$ cat src/rtl/lsu_mem_ctrl_pkg.sv
// rtl/lsu_mem_ctrl_pkg.sv - riscv_defines: access types, mask modes, LSU states and helpers
// REQ2/WAIT2 states exist only when LSU_MISALIGN_SPLIT_EN is defined.
package riscv_defines;

    typedef enum logic [1:0] {
        MEM_DISABLED = 2'd0,
        MEM_READ     = 2'd1,
        MEM_WRITE    = 2'd2
    } memaccess_t;

    typedef enum logic [2:0] {
        MASK_BYTE   = 3'd0,
        MASK_BYTE_U = 3'd1,
        MASK_HALF   = 3'd2,
        MASK_HALF_U = 3'd3,
        MASK_WORD   = 3'd4
    } mask_mode_t;

`ifdef LSU_MISALIGN_SPLIT_EN
    typedef enum logic [2:0] {
        IDLE  = 3'd0,
        REQ   = 3'd1,
        WAIT  = 3'd2,
        REQ2  = 3'd3,
        WAIT2 = 3'd4
    } lsu_state_t;
`else
    typedef enum logic [1:0] {
        IDLE = 2'd0,
        REQ  = 2'd1,
        WAIT = 2'd2
    } lsu_state_t;
`endif

    function automatic logic [3:0] size_mask(input mask_mode_t m);
        case (m)
            MASK_BYTE, MASK_BYTE_U: size_mask = 4'b0001;
            MASK_HALF, MASK_HALF_U: size_mask = 4'b0011;
            default:                size_mask = 4'b1111;
        endcase
    endfunction

    function automatic logic is_misaligned(input mask_mode_t m, input logic [1:0] off);
        case (m)
            MASK_HALF, MASK_HALF_U: is_misaligned = off[0];
            MASK_WORD:              is_misaligned = |off;
            default:                is_misaligned = 1'b0;
        endcase
    endfunction

endpackage

$ cat src/rtl/lsu_mem_ctrl_if.sv
// rtl/lsu_mem_ctrl_if.sv - data memory bus between the LSU (master) and memory (slave)
interface lsu_mem_ctrl_if;
    logic        mem_req;
    logic        mem_we;
    logic [31:0] mem_addr;
    logic [3:0]  mem_be;
    logic [31:0] mem_wdata;
    logic        mem_gnt;
    logic        mem_rvalid;
    logic [31:0] mem_rdata;

    modport master (
        output mem_req, mem_we, mem_addr, mem_be, mem_wdata,
        input  mem_gnt, mem_rvalid, mem_rdata
    );

    modport slave (
        input  mem_req, mem_we, mem_addr, mem_be, mem_wdata,
        output mem_gnt, mem_rvalid, mem_rdata
    );
endinterface

$ cat src/rtl/lsu_mem_ctrl_load_align.sv
// rtl/lsu_mem_ctrl_load_align.sv - lsu_load_align: byte-offset extraction and sign/zero extension
// hi_i carries the low three bytes of a second beat; it is zero for single-beat loads.
module lsu_load_align
    import riscv_defines::*;
(
    input  logic [31:0] lo_i,
    input  logic [23:0] hi_i,
    input  logic [1:0]  off_i,
    input  mask_mode_t  mode_i,
    output logic [31:0] rdata_o
);
    logic [31:0] shifted;

    always_comb begin
        case (off_i)
            2'd0:    shifted = lo_i;
            2'd1:    shifted = {hi_i[7:0],  lo_i[31:8]};
            2'd2:    shifted = {hi_i[15:0], lo_i[31:16]};
            default: shifted = {hi_i[23:0], lo_i[31:24]};
        endcase
    end

    always_comb begin
        case (mode_i)
            MASK_BYTE:   rdata_o = {{24{shifted[7]}}, shifted[7:0]};
            MASK_BYTE_U: rdata_o = {24'd0, shifted[7:0]};
            MASK_HALF:   rdata_o = {{16{shifted[15]}}, shifted[15:0]};
            MASK_HALF_U: rdata_o = {16'd0, shifted[15:0]};
            default:     rdata_o = shifted;
        endcase
    end
endmodule

$ cat src/rtl/lsu_mem_ctrl.sv
// rtl/lsu_mem_ctrl.sv - load/store unit memory controller, one outstanding access
// LSU_MISALIGN_SPLIT_EN: split word-crossing accesses into two bus beats instead of trapping.
module lsu_mem_ctrl
    import riscv_defines::*;
(
    input  logic           clk,
    input  logic           reset,
    input  logic           ex_valid,
    input  logic [31:0]    aluresult,
    input  memaccess_t     memaccess,
    input  mask_mode_t     mask_mode,
    input  logic [31:0]    wdata,
    output logic           lsu_stall,
    output logic           lsu_done,
    output logic [31:0]    rdata,
    output logic           datamisalign,
    lsu_mem_ctrl_if.master bus
);
    lsu_state_t  state_q, state_d;
    logic [31:0] addr_q, addr_d;
    mask_mode_t  mode_q, mode_d;
    logic [31:0] wdata_q, wdata_d;
    logic        we_q, we_d;
    logic        accept;
    logic        mem_req;
    logic [31:0] wdata_rot;
    logic [31:0] align_lo;
    logic [23:0] align_hi;

    assign accept = (state_q == IDLE) && ex_valid && (memaccess != MEM_DISABLED);

    // Rotation places every byte in its final lane for both beats of a split store.
    always_comb begin
        case (aluresult[1:0])
            2'd0:    wdata_rot = wdata;
            2'd1:    wdata_rot = {wdata[23:0], wdata[31:24]};
            2'd2:    wdata_rot = {wdata[15:0], wdata[31:16]};
            default: wdata_rot = {wdata[7:0],  wdata[31:8]};
        endcase
    end

`ifdef LSU_MISALIGN_SPLIT_EN
    logic [31:0] first_q, first_d;
    logic [7:0]  be_wide;
    logic        crossing;
    logic        second_beat;

    assign be_wide       = {4'b0000, size_mask(mode_q)} << addr_q[1:0];
    assign crossing      = |be_wide[7:4];
    assign second_beat   = (state_q == REQ2) || (state_q == WAIT2);
    assign bus.mem_be    = second_beat ? be_wide[7:4] : be_wide[3:0];
    assign bus.mem_addr  = second_beat ? {addr_q[31:2] + 30'd1, 2'b00} : {addr_q[31:2], 2'b00};
    assign align_lo      = (state_q == WAIT2) ? first_q : bus.mem_rdata;
    assign align_hi      = (state_q == WAIT2) ? bus.mem_rdata[23:0] : 24'd0;
`else
    assign bus.mem_be    = size_mask(mode_q) << addr_q[1:0];
    assign bus.mem_addr  = {addr_q[31:2], 2'b00};
    assign align_lo      = bus.mem_rdata;
    assign align_hi      = 24'd0;
`endif

    assign bus.mem_req   = mem_req;
    assign bus.mem_we    = mem_req & we_q;
    assign bus.mem_wdata = wdata_q;

    always_comb begin
        state_d      = state_q;
        addr_d       = addr_q;
        mode_d       = mode_q;
        wdata_d      = wdata_q;
        we_d         = we_q;
        lsu_stall    = 1'b0;
        lsu_done     = 1'b0;
        datamisalign = 1'b0;
        mem_req      = 1'b0;
`ifdef LSU_MISALIGN_SPLIT_EN
        first_d      = first_q;
`endif
        case (state_q)
            IDLE: begin
`ifdef LSU_MISALIGN_SPLIT_EN
                if (accept) begin
`else
                if (accept && is_misaligned(mask_mode, aluresult[1:0])) begin
                    datamisalign = 1'b1;
                end else if (accept) begin
`endif
                    addr_d    = aluresult;
                    mode_d    = mask_mode;
                    wdata_d   = wdata_rot;
                    we_d      = (memaccess == MEM_WRITE);
                    lsu_stall = 1'b1;
                    state_d   = REQ;
                end
            end
            REQ: begin
                mem_req   = 1'b1;
                lsu_stall = 1'b1;
                if (bus.mem_gnt) begin
                    state_d = WAIT;
                end
            end
            WAIT: begin
                if (bus.mem_rvalid) begin
`ifdef LSU_MISALIGN_SPLIT_EN
                    if (crossing) begin
                        first_d   = bus.mem_rdata;
                        lsu_stall = 1'b1;
                        state_d   = REQ2;
                    end else
`endif
                    begin
                        lsu_done = 1'b1;
                        state_d  = IDLE;
                    end
                end else begin
                    lsu_stall = 1'b1;
                end
            end
`ifdef LSU_MISALIGN_SPLIT_EN
            REQ2: begin
                mem_req   = 1'b1;
                lsu_stall = 1'b1;
                if (bus.mem_gnt) begin
                    state_d = WAIT2;
                end
            end
            WAIT2: begin
                if (bus.mem_rvalid) begin
                    lsu_done = 1'b1;
                    state_d  = IDLE;
                end else begin
                    lsu_stall = 1'b1;
                end
            end
`endif
            default: state_d = IDLE;
        endcase
    end

    always_ff @(posedge clk) begin
        if (reset) begin
            state_q <= IDLE;
            addr_q  <= 32'd0;
            mode_q  <= MASK_BYTE;
            wdata_q <= 32'd0;
            we_q    <= 1'b0;
`ifdef LSU_MISALIGN_SPLIT_EN
            first_q <= 32'd0;
`endif
        end else begin
            state_q <= state_d;
            addr_q  <= addr_d;
            mode_q  <= mode_d;
            wdata_q <= wdata_d;
            we_q    <= we_d;
`ifdef LSU_MISALIGN_SPLIT_EN
            first_q <= first_d;
`endif
        end
    end

    lsu_load_align u_load_align (
        .lo_i    (align_lo),
        .hi_i    (align_hi),
        .off_i   (addr_q[1:0]),
        .mode_i  (mode_q),
        .rdata_o (rdata)
    );
endmodule

$ cat src/flat_wrapper.sv
// flat-port wrapper written by rule: the top's interface ports become plain ports
module lsu_mem_ctrl_flat import riscv_defines::*;
  (clk, reset, ex_valid, aluresult, memaccess, mask_mode, wdata, lsu_stall, lsu_done, rdata, datamisalign, bus_mem_req, bus_mem_we, bus_mem_addr, bus_mem_be, bus_mem_wdata, bus_mem_gnt, bus_mem_rvalid, bus_mem_rdata);
  lsu_mem_ctrl_if bus_i ();
  input  logic clk;
  input  logic reset;
  input  logic ex_valid;
  input  logic [31:0] aluresult;
  input  memaccess_t memaccess;
  input  mask_mode_t mask_mode;
  input  logic [31:0] wdata;
  output logic lsu_stall;
  output logic lsu_done;
  output logic [31:0] rdata;
  output logic datamisalign;
  output wire logic [$bits(bus_i.mem_req)-1:0] bus_mem_req;
  output wire logic [$bits(bus_i.mem_we)-1:0] bus_mem_we;
  output wire logic [$bits(bus_i.mem_addr)-1:0] bus_mem_addr;
  output wire logic [$bits(bus_i.mem_be)-1:0] bus_mem_be;
  output wire logic [$bits(bus_i.mem_wdata)-1:0] bus_mem_wdata;
  input wire logic [$bits(bus_i.mem_gnt)-1:0] bus_mem_gnt;
  input wire logic [$bits(bus_i.mem_rvalid)-1:0] bus_mem_rvalid;
  input wire logic [$bits(bus_i.mem_rdata)-1:0] bus_mem_rdata;
  assign bus_mem_req = bus_i.mem_req;
  assign bus_mem_we = bus_i.mem_we;
  assign bus_mem_addr = bus_i.mem_addr;
  assign bus_mem_be = bus_i.mem_be;
  assign bus_mem_wdata = bus_i.mem_wdata;
  assign bus_i.mem_gnt = bus_mem_gnt;
  assign bus_i.mem_rvalid = bus_mem_rvalid;
  assign bus_i.mem_rdata = bus_mem_rdata;
  lsu_mem_ctrl u_core (.clk(clk), .reset(reset), .ex_valid(ex_valid), .aluresult(aluresult), .memaccess(memaccess), .mask_mode(mask_mode), .wdata(wdata), .lsu_stall(lsu_stall), .lsu_done(lsu_done), .rdata(rdata), .datamisalign(datamisalign), .bus(bus_i));
endmodule
$ cat config.mk
export PLATFORM = sky130hd
export DESIGN_NAME = lsu_mem_ctrl_flat
export DESIGN_NICKNAME = d
export VERILOG_FILES = /design/src/rtl/lsu_mem_ctrl_pkg.sv /design/src/rtl/lsu_mem_ctrl_if.sv /design/src/rtl/lsu_mem_ctrl_load_align.sv /design/src/rtl/lsu_mem_ctrl.sv /design/src/flat_wrapper.sv
export SDC_FILE = /design/constraint.sdc
export NUM_CORES = 1
export LEC_CHECK = 0
export ABC_AREA = 1
export ABC_CLOCK_PERIOD_IN_PS = 1870
export CORE_UTILIZATION = 37
export CTS_CLUSTER_DIAMETER = 150
export CTS_CLUSTER_SIZE = 10
export DETAILED_ROUTE_END_ITERATION = 10
export PLACE_DENSITY_LB_ADDON = 0.3
export SLEW_MARGIN = 20
export SYNTH_ARGS = -nofsm -noshare
export SYNTH_HDL_FRONTEND = slang
export SYNTH_SLANG_ARGS = --single-unit
$ cat constraint.sdc
create_clock -name clk -period 1.87 [get_ports clk]
set_clock_uncertainty 0.2 [all_clocks]
set_input_delay 0.374 -clock clk [delete_from_list [all_inputs] [get_ports clk]]
set_output_delay 0.374 -clock clk [all_outputs]
set_load 0.1 [all_outputs]
==> results of run 1 <==
==> worst min-delay path by stage <==
stage                                   from                             to  slack (ps)  cells past startpoint
global placement    u_core.we_q$_SDFFE_PP0P_       u_core.we_q$_SDFFE_PP0P_         270                      2
floorplan                              reset  u_core.mode_q[0]$_SDFFE_PP0P_         240                      1
global route                    mask_mode[0]  u_core.mode_q[0]$_SDFFE_PP0P_         290                      3
CTS                             mask_mode[0]  u_core.mode_q[0]$_SDFFE_PP0P_         260                      3
detailed placement  u_core.we_q$_SDFFE_PP0P_       u_core.we_q$_SDFFE_PP0P_         290                      2
finish                          mask_mode[0]  u_core.mode_q[0]$_SDFFE_PP0P_         300                      3
==> worst max-delay path, stage by stage (launching register included) <==
cell and delay, ps:
dfxtp_4 370, buf_4 160, nor2_4 170, nand2_2 90
o211ai_1 140, nand2_1 140, buf_12 210, nand3_4 120
buf_12 180
==> registers in the layout (all words and copies together), names as in the netlist <==
register	count
u_core.bus.mem_wdata	32
u_core.we_q	1
u_core.mode_q	3
u_core.state_q	2
u_core.addr_q	32
==> cell usage after synthesis, types with 3 or more instances <==
cell,number
nor2_1,119
nand3_1,38
o21ai_1,3
buf_4,36
o21ai_0,64
clkbuf_1,25
nand2_1,230
a21oi_1,28
nor3_1,6
buf_2,14
dfxtp_1,70
inv_1,32
o2111ai_1,4
a32oi_1,7
nand4_1,22
==> area by class of cell <==
| cell class | instances | share of cell area [%] |
|---|---|---|
| Antenna cell | 2 | 0.0571 |
| Clock buffer | 10 | 2.61 |
| Clock inverter | 6 | 0.514 |
| Inverter | 34 | 1.54 |
| Multi-Input combinational cell | 531 | 31.9 |
| Sequential cell | 70 | 16.2 |
| Tap cell | 140 | 2.00 |
| Timing Repair Buffer | 300 | 45.3 |
==> layer usage <==
layer	wire (µm)	global-route usage, %	share of wire (%)	vias up
met5	0	0	0	-
li1	-	-	-	2745
met2	9700	54.2	51	330
met4	981	17.2	5.2	0
met1	6640	32.7	35	2720
met3	1680	9.78	8.8	87
==> timing repair <==
action,CTS,global route
cloned,1,0
setup endpoints to repair,64,83
gates resized for setup,46,39
setup buffers,18,4
pin swaps,13,16
==> cells by family after synthesis <==
| logic type | share of synthesized area, % |
|---|---|
| AOI/OAI and AO/OA | 13.9 |
| and+or+nand+nor | 39.8 |
| buffers and inverters | 13.4 |
| other | 0.0879 |
| DFF | 32.8 |
==> power breakdown <==
group          internal [mW]  total, mW  switching, mW  leakage (nW)
Clock                  0.908       1.60          0.695         0.134
Combinational           1.94       5.25           3.31          3.10
Sequential              1.62       1.77          0.145         0.578
Total                   4.47       8.62           4.15          3.81
==> stage by stage <==
step,hold WS [ps],power (mW),util [%]
2_1_floorplan,243,4.90,-
3_3_place_gp,269,6.74,73.7
3_5_place_dp,291,6.83,73.7
4_1_cts,263,8.54,78.2
5_1_grt,288,8.90,79.4
6_report,298,8.62,79.4
==> run summary, run 1 <==
In the layout the commonest cells are 216 x nand2_1, 111 x nor2_1, 111 x buf_12. The tools report the leakage power of the design as 3.81 nW. The floorplan step set the die height to 109 µm. The logs give 33 for the maximum number of pins on one net before global-route repair and 0.00876 mm² for the post-route cell area.

Startpoint-to-endpoint class of the critical path: reg -> out. After legalization and detailed placement, the total HPWL measured 13600 µm. For this configuration, the core starts out at a cell density of 38.7%. In this run the worst setup path begins at u_core.addr_q[1]$_SDFFE_PP0P_.

Clock-pin slew was measured on the worst setup and hold paths at 60 ps. The worst register-to-register path has a setup slack of 80 ps. The biggest area contributor in the post-synthesis netlist is dfxtp_1.

The flow ran to the end, but the final reports show violations. Area of the core: 0.0110 mm². In this run the tool buffered the top-level ports with 208 buffer cells. The tools report the number of hold buffers added after cts as 0. The worst setup path is captured at an output port. The final cell count without fillers is 1093. Startpoint type of the worst setup path: a flip-flop. TritonCTS built the clock tree.

Setup repair after global routing could not meet its margin everywhere. Clock latency at the later pin of the worst-skew pair: 340 ps. Data on the critical path arrives at its endpoint at 1920 ps.

The placed instance count is 1057. Most frequent standard cell in the layout excluding fill and tap cells: nand2_1. During I/O placement, the number of pins put on the boundary was 211. The final period utilization was 133%; the H-tree depth was 3. The total area of multi-input combinational cells is 0.00279 mm², and the total power per unit cell area is 984 mW/mm².

The violation count after the first detailed-routing iteration is 453. The tool flagged a number of max-cap violations equal to 0. The logs give 0 for the number of failing hold endpoints at the final stage and 1052 for the final layout net count. The number of buffers created by CTS was 9; the global-route usage over all layers was 30.9%. The logs give -17760 ps for the setup TNS and 0.00813 mm² for the post-detailed-placement cell area. The data required time of the critical path is 1300 ps. The via count of the first global-routing pass is 5766, and the number of cells produced by synthesis is 710. The number of warnings issued by yosys is 0.

Number of detailed-route iterations in the first pass: 6. In the final routed layout, each cell accounts on average for 17.4 µm. The smallest clock period supported by the final layout is computed as 2490 ps.

The worst min-delay path class was in -> reg. Clock tree root driver cell: clkbuf_16. For this run, design rule violations remaining after detail routing come to 0.

The final reports fail on setup timing. Top-area cell type share of the netlist area: 32.8%. Yosys mapped the design onto 25 distinct sky130hd cell types. The final worst-path setup slack came out at -624 ps. For the number of antenna violations at the first check in global routing, the log shows 2.

For the detailed-route wire length, the log shows 19000 µm. The number of sinks on the clock net was 70; the post-synthesis to final-layout area growth was 105%. The final route contains 5882 vias. The tools report the post-route antenna net violation count as 0. For this run, asynchronously set or reset flops after synthesis account for 0%. The share of final-layout standard cells stronger than drive strength 1 is 30.0%, and the setup-violating endpoint count in the final report is 37. Ranked by total cell area, the synthesized netlist is headed by dfxtp_1 33%, nand2_1 20%, nor2_1 10%. The filler cells instantiated in the layout total 699.

Along the worst path, the maximum fanout reaches 16. The area of all sequential standard cells is 0.00142 mm². Wire length of the first global-routing pass: 28500 µm.

The floorplan step set the die width to 109 µm. The number of cells on the worst reg-to-reg path is 9. The max-slew violation count is 0, and the post-place setup slack is -569 ps.

Across the VDD grid, the largest voltage drop is 0.874 mV. The floorplan has 38 rows. The number of enable-type register cells in the synthesized netlist was 0.

The clock passes through at most 2 buffers. The endpoint identified for the worst register-to-register timing path is u_core.addr_q[29]$_SDFFE_PP0P_. Dividing the detail-routed via count by the number of cells gives 5.38.

Worst reg2reg path startpoint: u_core.state_q[1]$_SDFFE_PP0P_. For the highest achievable clock rate, the log shows 401 MHz. The main flop type after synthesis is dfxtp_1.

The portion of the post-synthesis area used by sequential elements came out at 32.8%. The number of storage elements in the synthesis netlist was 70. The average instance in the mapped netlist occupies 6.01 µm². Global routing finished with a remaining overflow of 0. The tools report the final RePlAce weighted congestion as 0.892.

Summing every instance area after synthesis gives 0.00427 mm². Area enclosed by the die boundary: 0.0120 mm². In this run the worst setup path terminates at rdata[23].
(Power assumes the default switching activity.)
==> run 2, diff against run 1 <==
Settings changed: CTS_CLUSTER_DIAMETER 150 to default.
==> results of run 2 <==
Final layout, timing and power as in run 1 (identical DEF).
